[src/rtl/seg_scan_ctrl_pkg.sv]
// Shared definitions for the seg_scan_ctrl display driver: blank code, FSM
// encoding and the double-dabble nibble correction.
package seg_scan_ctrl_pkg;

  localparam logic [3:0] SEG_BLANK_CODE = 4'hF;

  typedef enum logic [1:0] {
    ST_IDLE   = 2'd0,
    ST_CONV   = 2'd1,
    ST_COMMIT = 2'd2
  } scan_state_e;

  function automatic logic [3:0] dd_adjust(input logic [3:0] nib);
    return (nib >= 4'd5) ? nib + 4'd3 : nib;
  endfunction

endpackage

[src/rtl/seg_scan_ctrl_bcd_dd_core.sv]
// Sequential double-dabble binary-to-BCD converter: one add-3/shift step per
// cycle, BIN_W steps per conversion. done_o flags the cycle of the last step.
module bcd_dd_core
  import seg_scan_ctrl_pkg::*;
#(
  parameter int BIN_W      = 8,
  parameter int NUM_DIGITS = 4
) (
  input  logic                    clk,
  input  logic                    rst_n,
  input  logic                    start_i,
  input  logic [BIN_W-1:0]        bin_i,
  output logic                    busy_o,
  output logic                    done_o,
  output logic [4*NUM_DIGITS-1:0] bcd_o
);

  localparam int BCD_W = 4 * NUM_DIGITS;
  localparam int CNT_W = $clog2(BIN_W + 1);
  localparam logic [CNT_W-1:0] ITERS = CNT_W'(BIN_W);
  localparam logic [CNT_W-1:0] LAST  = CNT_W'(1);

  logic [BIN_W-1:0] bin_q, bin_d;
  logic [BCD_W-1:0] bcd_q, bcd_d;
  logic [BCD_W-1:0] adj;
  logic [CNT_W-1:0] cnt_q, cnt_d;
  logic             busy_q, busy_d;

  // NOTE: every variable assigned here gets a default first so no path
  // leaves it unassigned -- otherwise synthesis infers a latch.
  always_comb begin
    adj    = '0;
    bin_d  = bin_q;
    bcd_d  = bcd_q;
    cnt_d  = cnt_q;
    busy_d = busy_q;
    for (int k = 0; k < NUM_DIGITS; k++) begin
      adj[4*k +: 4] = dd_adjust(bcd_q[4*k +: 4]);
    end
    if (start_i) begin
      bin_d  = bin_i;
      bcd_d  = '0;
      cnt_d  = ITERS;
      busy_d = 1'b1;
    end else if (busy_q) begin
      bcd_d  = {adj[BCD_W-2:0], bin_q[BIN_W-1]};
      bin_d  = bin_q << 1;
      cnt_d  = cnt_q - 1'b1;
      busy_d = (cnt_q != LAST);
    end
  end

  // NOTE: sequential state uses non-blocking assignments so every register
  // samples the pre-edge values, independent of statement order.
  always_ff @(posedge clk or negedge rst_n) begin
    if (!rst_n) begin
      bin_q  <= '0;
      bcd_q  <= '0;
      cnt_q  <= '0;
      busy_q <= 1'b0;
    end else begin
      bin_q  <= bin_d;
      bcd_q  <= bcd_d;
      cnt_q  <= cnt_d;
      busy_q <= busy_d;
    end
  end

  assign busy_o = busy_q;
  assign done_o = busy_q && (cnt_q == LAST);
  assign bcd_o  = bcd_q;

endmodule

[src/rtl/seg_scan_ctrl.sv]
// Captures a binary value, converts it to BCD via bcd_dd_core, and
// time-multiplexes the digits (leading zeros blanked) onto a common-anode display.
module seg_scan_ctrl
  import seg_scan_ctrl_pkg::*;
#(
  parameter int BIN_W       = 8,
  parameter int NUM_DIGITS  = 4,
  parameter int REFRESH_DIV = 100000
) (
  input  logic                  clk,
  input  logic                  rst_n,
  input  logic                  load,
  input  logic [BIN_W-1:0]      bin_in,
  output logic                  busy,
  output logic [3:0]            digit_bcd,
  output logic [NUM_DIGITS-1:0] an
);

  localparam int BCD_W = 4 * NUM_DIGITS;
  localparam int PW    = (REFRESH_DIV > 1) ? $clog2(REFRESH_DIV) : 1;
  localparam int IW    = (NUM_DIGITS > 1) ? $clog2(NUM_DIGITS) : 1;
  localparam logic [PW-1:0] PRE_TC  = PW'(REFRESH_DIV - 1);
  localparam logic [IW-1:0] IDX_TOP = IW'(NUM_DIGITS - 1);

  scan_state_e      state_q, state_d;
  logic             pend_q, pend_d;
  logic [BIN_W-1:0] pend_val_q, pend_val_d;
  logic [BCD_W-1:0] disp_q, disp_d;

  logic             core_start;
  logic [BIN_W-1:0] core_bin;
  logic             core_busy;
  logic             core_done;
  logic [BCD_W-1:0] core_bcd;

  bcd_dd_core #(
    .BIN_W      (BIN_W),
    .NUM_DIGITS (NUM_DIGITS)
  ) u_core (
    .clk     (clk),
    .rst_n   (rst_n),
    .start_i (core_start),
    .bin_i   (core_bin),
    .busy_o  (core_busy),
    .done_o  (core_done),
    .bcd_o   (core_bcd)
  );

  // A load landing in COMMIT is newer than any pending value, so it wins.
  always_comb begin
    state_d    = state_q;
    pend_d     = pend_q;
    pend_val_d = pend_val_q;
    disp_d     = disp_q;
    core_start = 1'b0;
    core_bin   = bin_in;
    unique case (state_q)
      ST_IDLE: begin
        if (load) begin
          core_start = 1'b1;
          state_d    = ST_CONV;
        end
      end
      ST_CONV: begin
        if (load) begin
          pend_d     = 1'b1;
          pend_val_d = bin_in;
        end
        if (core_done) state_d = ST_COMMIT;
      end
      ST_COMMIT: begin
        disp_d = core_bcd;
        if (load || pend_q) begin
          core_start = 1'b1;
          core_bin   = load ? bin_in : pend_val_q;
          pend_d     = 1'b0;
          state_d    = ST_CONV;
        end else begin
          state_d = ST_IDLE;
        end
      end
      default: state_d = ST_IDLE;
    endcase
  end

  // NOTE: the display registers are reset explicitly; they are a handful of
  // flops, not a RAM, and the first scan must show a defined "0".
  always_ff @(posedge clk or negedge rst_n) begin
    if (!rst_n) begin
      state_q    <= ST_IDLE;
      pend_q     <= 1'b0;
      pend_val_q <= '0;
      disp_q     <= '0;
    end else begin
      state_q    <= state_d;
      pend_q     <= pend_d;
      pend_val_q <= pend_val_d;
      disp_q     <= disp_d;
    end
  end

  assign busy = core_busy || (state_q == ST_COMMIT);

  logic [NUM_DIGITS-1:0] blank;
  logic                  nz_above;

  // Digit k is blank when it and every more-significant digit are zero.
  always_comb begin
    blank    = '0;
    nz_above = 1'b0;
    for (int k = NUM_DIGITS - 1; k >= 1; k--) begin
      nz_above = nz_above | (|disp_q[4*k +: 4]);
      blank[k] = !nz_above;
    end
  end

  logic [PW-1:0]         pre_q, pre_d;
  logic [IW-1:0]         idx_q, idx_d;
  logic [IW-1:0]         lit_idx_q, lit_idx_d;
  logic                  lit_q, lit_d;
  logic [NUM_DIGITS-1:0] an_q, an_d;
  logic [3:0]            digit_q, digit_d;
  logic                  tick;
  logic [3:0]            next_code, lit_code;

  assign tick = (pre_q == PRE_TC);

  always_comb begin
    next_code = blank[idx_q] ? SEG_BLANK_CODE : disp_q[4*idx_q +: 4];
    lit_code  = blank[lit_idx_q] ? SEG_BLANK_CODE : disp_q[4*lit_idx_q +: 4];
    pre_d     = tick ? '0 : pre_q + 1'b1;
    idx_d     = idx_q;
    lit_idx_d = lit_idx_q;
    lit_d     = lit_q;
    an_d      = an_q;
    digit_d   = lit_q ? lit_code : SEG_BLANK_CODE;
    if (tick) begin
      an_d      = ~(NUM_DIGITS'(1) << idx_q);
      digit_d   = next_code;
      lit_idx_d = idx_q;
      lit_d     = 1'b1;
      idx_d     = (idx_q == IDX_TOP) ? '0 : idx_q + 1'b1;
    end
  end

  always_ff @(posedge clk or negedge rst_n) begin
    if (!rst_n) begin
      pre_q     <= '0;
      idx_q     <= '0;
      lit_idx_q <= '0;
      lit_q     <= 1'b0;
      an_q      <= '1;
      digit_q   <= SEG_BLANK_CODE;
    end else begin
      pre_q     <= pre_d;
      idx_q     <= idx_d;
      lit_idx_q <= lit_idx_d;
      lit_q     <= lit_d;
      an_q      <= an_d;
      digit_q   <= digit_d;
    end
  end

  assign an        = an_q;
  assign digit_bcd = digit_q;

endmodule

[config.mk]
export PLATFORM = sky130hd
export DESIGN_NAME = seg_scan_ctrl
export DESIGN_NICKNAME = d
export VERILOG_FILES = /design/src/rtl/seg_scan_ctrl_pkg.sv /design/src/rtl/seg_scan_ctrl_bcd_dd_core.sv /design/src/rtl/seg_scan_ctrl.sv
export SDC_FILE = /design/constraint.sdc
export NUM_CORES = 1
export LEC_CHECK = 0
export BUFFER_PORTS_ARGS = -buffer_cell sky130_fd_sc_hd__buf_4
export CAP_MARGIN = 15
export CORE_MARGIN = 3
export CORE_UTILIZATION = 45
export CTS_CLUSTER_DIAMETER = 120
export DETAILED_ROUTE_END_ITERATION = 8
export SYNTH_ARGS = -nofsm -noshare
export SYNTH_HDL_FRONTEND = slang
export SYNTH_SLANG_ARGS = --single-unit
[constraint.sdc]
create_clock -name clk -period 1.6 [get_ports clk]
set_input_delay 0.32 -clock clk [delete_from_list [all_inputs] [get_ports clk]]
set_output_delay 0.32 -clock clk [all_outputs]
set_load 0.005 [all_outputs]
# Word-level counts from Yosys, hierarchy flattened
# Cells that the tools add are included.
# Widths: inputs -> output; s select.
op_classes:
  n_eq_ne: 10
  add_sub_neg: 7
  bitwise: 3
  shift: 3
  n_reduce_logical: 14
  mux: 35
  n_lt_le_gt_ge: 6
op_table:
  columns: ["operator", "n"]
  rows:
  - ["$mux 8", 5]
  - ["$mux 4", 9]
  - ["$mux 16", 2]
  - ["$shiftx 16x5->4", 2]
  - ["$add 17x1->17 const B", 1]
  - ["$eq 17x17->1 const B", 1]
  - ["$mux 17", 1]
  - ["$ge 4x3->1 const B", 4]
  - ["$add 4x2->4 const B", 3]
  - ["$reduce_or 4->1", 3]
  - ["$mux 1", 9]
  - ["$ne 2x2->1 const B", 4]
  - ["$lt 2x3->1 const B", 2]
  - ["$mux 2", 3]
  - ["$pmux 2 s3", 1]
  - ["$bmux 1 s2", 2]
  - ["$eq 2x2->1 const B", 2]
  - ["$eq 4x1->1 const B", 1]
  - ["$ne 4x1->1 const B", 1]
  - ["$not 4->4", 1]
  - ["$pmux 1 s2", 2]
  - ["$reduce_bool 2->1", 2]
  - ["$shl 1x2->4 const A", 1]
  - ["$sub 4x1->4 const B", 1]
  - ["other kinds (11)", 15]
totals:
  register_bits: 86
  wordCells: 92
  inputBits: 11
  output_inout_bits: 9

# Logic depth before layout (Yosys ltp)
depth:
  depth_word: 9
  depth_mapped: 8
  depth_no_buf: 7

# By module
# A second synthesis with hierarchy kept.
hier_totals:
  cells_unflattened: 389
  area_unflattened_um2: 4372.9
by_module_without_submodules:
  columns: ["mod", "area_per_inst_um2", "cells_per_inst", "n_inst", "seq_area_each_um2"]
  rows:
  - ["seg_scan_ctrl", 2735.1, 217, 1, 1436.4]
  - ["bcd_dd_core", 1637.8, 172, 1, 725.7]

# Worst setup path after synthesis
# Ideal clock, no wire load.
synth_path:
  kind: "register to register"
  start: "reg pre_q[0]"
  end: "reg lit_idx_q[1]"
  path_stages_with_launch: 9
  arrival_time_ns: 1.419
  slack_ns: 0.054
  setup_time_ns: 0.127
  n_path_buf: 2
  required_ns: 1.473
  synth_period_minus_slack_ns: 1.546
  cell_sequence: "dfrtp_1 ha_1 nand3_1 nor2_1 nand4_1 buf_2 buf_2 nand2_1 o21ai_0"
synth_via:
  elab_chain_len: 1
synth_lines:
  columns: ["item", "line", "rtl"]
  rows:
  - ["start: declaration", "seg_scan_ctrl.sv:117", "logic [PW-1:0] pre_q, pre_d;"]
  - ["start signal: assignment", "seg_scan_ctrl.sv:155", "pre_q <= pre_d;"]
  - ["$eq 17x17->1", "seg_scan_ctrl.sv:126", "assign tick = (pre_q == PRE_TC);"]
  - ["end signal: assignment", "seg_scan_ctrl.sv:157", "lit_idx_q <= lit_idx_d;"]
  - ["end: declaration", "seg_scan_ctrl.sv:119", "logic [IW-1:0] lit_idx_q, lit_idx_d;"]
# No other way between the ends.
# A chain may end at the register's enable or synchronous reset.

# Worst setup path after layout
layout_path:
  start: "reg disp_q[10]"
  end: "reg digit_q[2], in the netlist digit_bcd[2]"
layout_via:
  elab_chain_len: 9
  word_cells_on_any_way: 15
  classes_between: "2 x shift; 8 x mux; 2 x bitwise; 3 x reduce/logical"
layout_lines:
  columns: ["item", "line", "rtl"]
  rows:
  - ["start: declaration", "seg_scan_ctrl.sv:28", "logic [BCD_W-1:0] disp_q, disp_d;"]
  - ["start signal: assignment", "seg_scan_ctrl.sv:98", "disp_q <= disp_d;"]
  - ["$reduce_or 4->1", "seg_scan_ctrl.sv:112", "nz_above = nz_above | (|disp_q[4*k +: 4]);"]
  - ["$or 1x1->1 (2 in series)", "seg_scan_ctrl.sv:112", null]
  - ["$logic_not 1->1", "seg_scan_ctrl.sv:113", "blank[k] = !nz_above;"]
  - ["$bmux 1 s2", "seg_scan_ctrl.sv:130", "lit_code = blank[lit_idx_q] ? SEG_BLANK_CODE : disp_q[4*lit_idx_q +: 4];"]
  - ["$mux 1 (not written as such)", "seg_scan_ctrl.sv:130", null]
  - ["$mux 4", "seg_scan_ctrl.sv:130", null]
  - ["$mux 4", "seg_scan_ctrl.sv:136", "digit_d = lit_q ? lit_code : SEG_BLANK_CODE;"]
  - ["$mux 4 (*)", "seg_scan_ctrl.sv:137", "if (tick) begin"]
  - ["net digit_d[2]", "seg_scan_ctrl.sv:122", "logic [3:0] digit_q, digit_d;"]
  - ["end signal: assignment", "seg_scan_ctrl.sv:160", "digit_q <= digit_d;"]
  - ["end: declaration", "seg_scan_ctrl.sv:122", null]
# Mark *: on every way through the listed nets, which the timed path passes. The rest lies on a longest branch. The select of a mux whose other input is x is not followed.

==> run metrics <==
core box area=just under 9000 µm²; final worst-path cycle share=103%; EDFF count, synth=0; max-cap violations=0; failing checks=negative setup slack; share of the synthesized area in the top cell type=a little under half; hold crit path type=in2reg; Detailed Route Iter0 Violations=113; top cells by count, synth=dfrtp_1, nor2_1, nand2_1; CP startpoint kind=flop; Final WS setup=-43.0 ps; CP max FO=4; cell taking the most area after synthesis=dfrtp_1; worst slew pin tran=approximately 360 ps; Area Growth Syn to Fin=23.4%; Setup crit end kind=flop; Detailed Route WL=~8500 µm; Placed Area=around 4800 µm²; Leak=between 0.002 and 0.0025 µW; Design Area, Final=roughly 5200 µm²; post-route minimum period=~1600 ps; final hold vios=0; Max Root-Sink Buffers=2; Cell Pwr Density=around 1600 nW/µm²; Peak VDD IR=0.964 mV; drt drc=0; Syn Inst Count=394; Vias per Instance=between 5 and 6; share of cells above drive strength 1=between 30% and 40%; # IOs=20; most common cell in the synthesized netlist=dfrtp_1; first-pass GRT wire length=approximately 14,000 µm; Worst EP arrival=1930 ps; Final Slew Violations=0; Seq cells post-synth=between 80 and 90; post-route setup TNS=-130 ps; Syn. warnings=0; largest net degree at the start of global routing=38; HPWL after DPL=between 5000 and 6000 µm; Worst-Skew Late Latency=between 300 and 400 ps; GRT Util Overall=17.0%; Max-slew headroom=between 70% and 80%; number of setup violations in the final report=4; Seq/Total Area, Yosys=between 50% and 60%; vias in the first global route=3,045; clk_skew=about 10 ps; initial antenna violation count=0; fmax=0.609 GHz; synthesized area per cell=around 11 µm²; Die Wd=103 µm; Final ANT Viol Nets=0; Inserted Clock Buffers=9; Setup CP Type=reg2reg; DR pass1 iterations=4; grt ovf=0; Netlist Area Pre-Place=roughly 4200 µm²; Avg WL per Cell=between 10 and 15 µm; nets@finish=478; die height=approximately 100 µm; die area=approximately 11,000 µm²; commonest register cell after synthesis=dfrtp_1; Mapped Nets=between 400 and 500; RSZ-0062 raised after global routing=true; CTS tree=done; Antenna Cells=0; CTS root buf=clkbuf_8; H-tree levels=3; outcome=finished with violations; Yosys cell types=42; Port Buffer Count=19; gpl congestion=between 0.8 and 0.9; Sink Count=86; Starting Density=~48%; Async S/R FF share, synth=100%; via count=3,057; top area cells in the synthesized netlist=dfrtp_1, dfstp_2, ha_1; # rows=34; Worst-path clk slew=~100 ps; Worst Path Required=roughly 1900 ps
## cell families after synthesis
group | Yosys count | synth area share, %
simple gates | 123 | 14.6
compound gates | 80 | 11.0
fa+ha+maj | 15 | 4.42
flops | 86 | 50.9
buf+inv | 33 | 3.24
mux | 37 | 11.7
xor+xnor | 20 | 4.12
## routing by layer
metal	part of all wire (%)	track usage (%)	up-vias
met5	0	0	-
met4	1.9	6.47	0
met3	2.3	3.65	17
met2	47	26.9	32
met1	49	22.9	1494
li1	-	-	1514
## sequential cells by signal (all words and copies together) (netlist names)
name / count
digit_bcd: 4
an: 4
u_core.cnt_q: 4
pre_q: 17
pend_q: 1
u_core.bin_q: 8
lit_idx_q: 2
idx_q: 2
state_q: 2
disp_q: 16
pend_val_q: 8
lit_q: 1
u_core.busy_o: 1
u_core.bcd_o: 16
## layout make-up
class                   count  area [µm²]
well taps                 108         135
repair buffers             65         573
fillers                   757        3690
clock inverters             7        97.6
inverters                  15        56.3
clock buffers               9         124
flip-flops and latches     86        2170
multi-input cells         275        2090
## layout by cell type (no fill, tap or decap), types with 3 or more instances in the layout
| cell type | n |
|---|---|
| a21oi_1 | 19 |
| ha_1 | 13 |
| or4_4 | 3 |
| inv_1 | 14 |
| nand3_1 | 11 |
| o21ai_1 | 5 |
| nand2b_1 | 6 |
| mux2i_1 | 13 |
| mux4_2 | 6 |
| xor2_1 | 6 |
| nor2_1 | 29 |
| dfrtp_2 | 4 |
| nand4_1 | 4 |
| a22oi_1 | 6 |
| dfstp_2 | 8 |
| mux2_2 | 16 |
| nor3_1 | 3 |
| o22ai_1 | 3 |
| a21oi_2 | 5 |
| buf_12 | 4 |
| nor2b_1 | 5 |
| a2bb2oi_1 | 3 |
| a211oi_1 | 4 |
| o31a_1 | 3 |
| nand2_1 | 32 |
| xnor2_1 | 14 |
| nor3b_1 | 9 |
| dfrtp_1 | 74 |
| o21ai_0 | 24 |
| buf_4 | 57 |
| nor2_2 | 3 |
| nor3b_2 | 3 |
| clkbuf_8 | 9 |
## path summary, 6_finish.rpt
kind	from	end	slack (ps)	depth (start not counted)
hold reg to reg	an[1]	an[1]	460	2
hold / removal	bin_in[1]	pend_val_q[1]	200	2
setup reg to reg	disp_q[10]	digit_bcd[2]	-40	5
setup / recovery	disp_q[10]	digit_bcd[2]	-40	5
max in group asynchronous	rst_n	digit_bcd[1]	650	3
min in group asynchronous	rst_n	pre_q[12]	380	2
## metrics by stage
| step | total power, µW | setup slack [ps] | utilization (%) | instances | hold WS [ps] |
|---|---|---|---|---|---|
| 2_1_floorplan | 5380 | 53.8 | - | 394 | 24.4 |
| 3_3_place_gp | 6230 | 29.0 | 53.3 | 538 | 246 |
| 3_5_place_dp | 6330 | -14.7 | 53.3 | 538 | 243 |
| 4_1_cts | 8130 | -34.8 | 56.5 | 556 | 182 |
| 5_1_grt | 9070 | -114 | 58.7 | 565 | 186 |
| 6_report | 8440 | -43.0 | 58.7 | 565 | 198 |
## where the power goes
group / internal [µW] / switching (µW)
clock network: 885 / 830
logic: 1820 / 1600
registers: 2800 / 502
total: 5500 / 2940
## worst max-delay path, cell delays in order, from the launching register on
cell,delay (ps)
dfrtp_1,390
or4_4,590
o31ai_4,210
a31oi_2,70
nor3b_1,170
a21oi_1,130
## timing repair
item                       in CTS  in global routing
hold endpoints to repair       19                  0
hold buffers                    1                  0
buffers inserted                0                  9
pin swaps                       0                  6
cloned                          1                  0
setup endpoints to repair       5                 33
resized for setup               5                 33
Note: power is estimated with default switching activity, not from simulation.
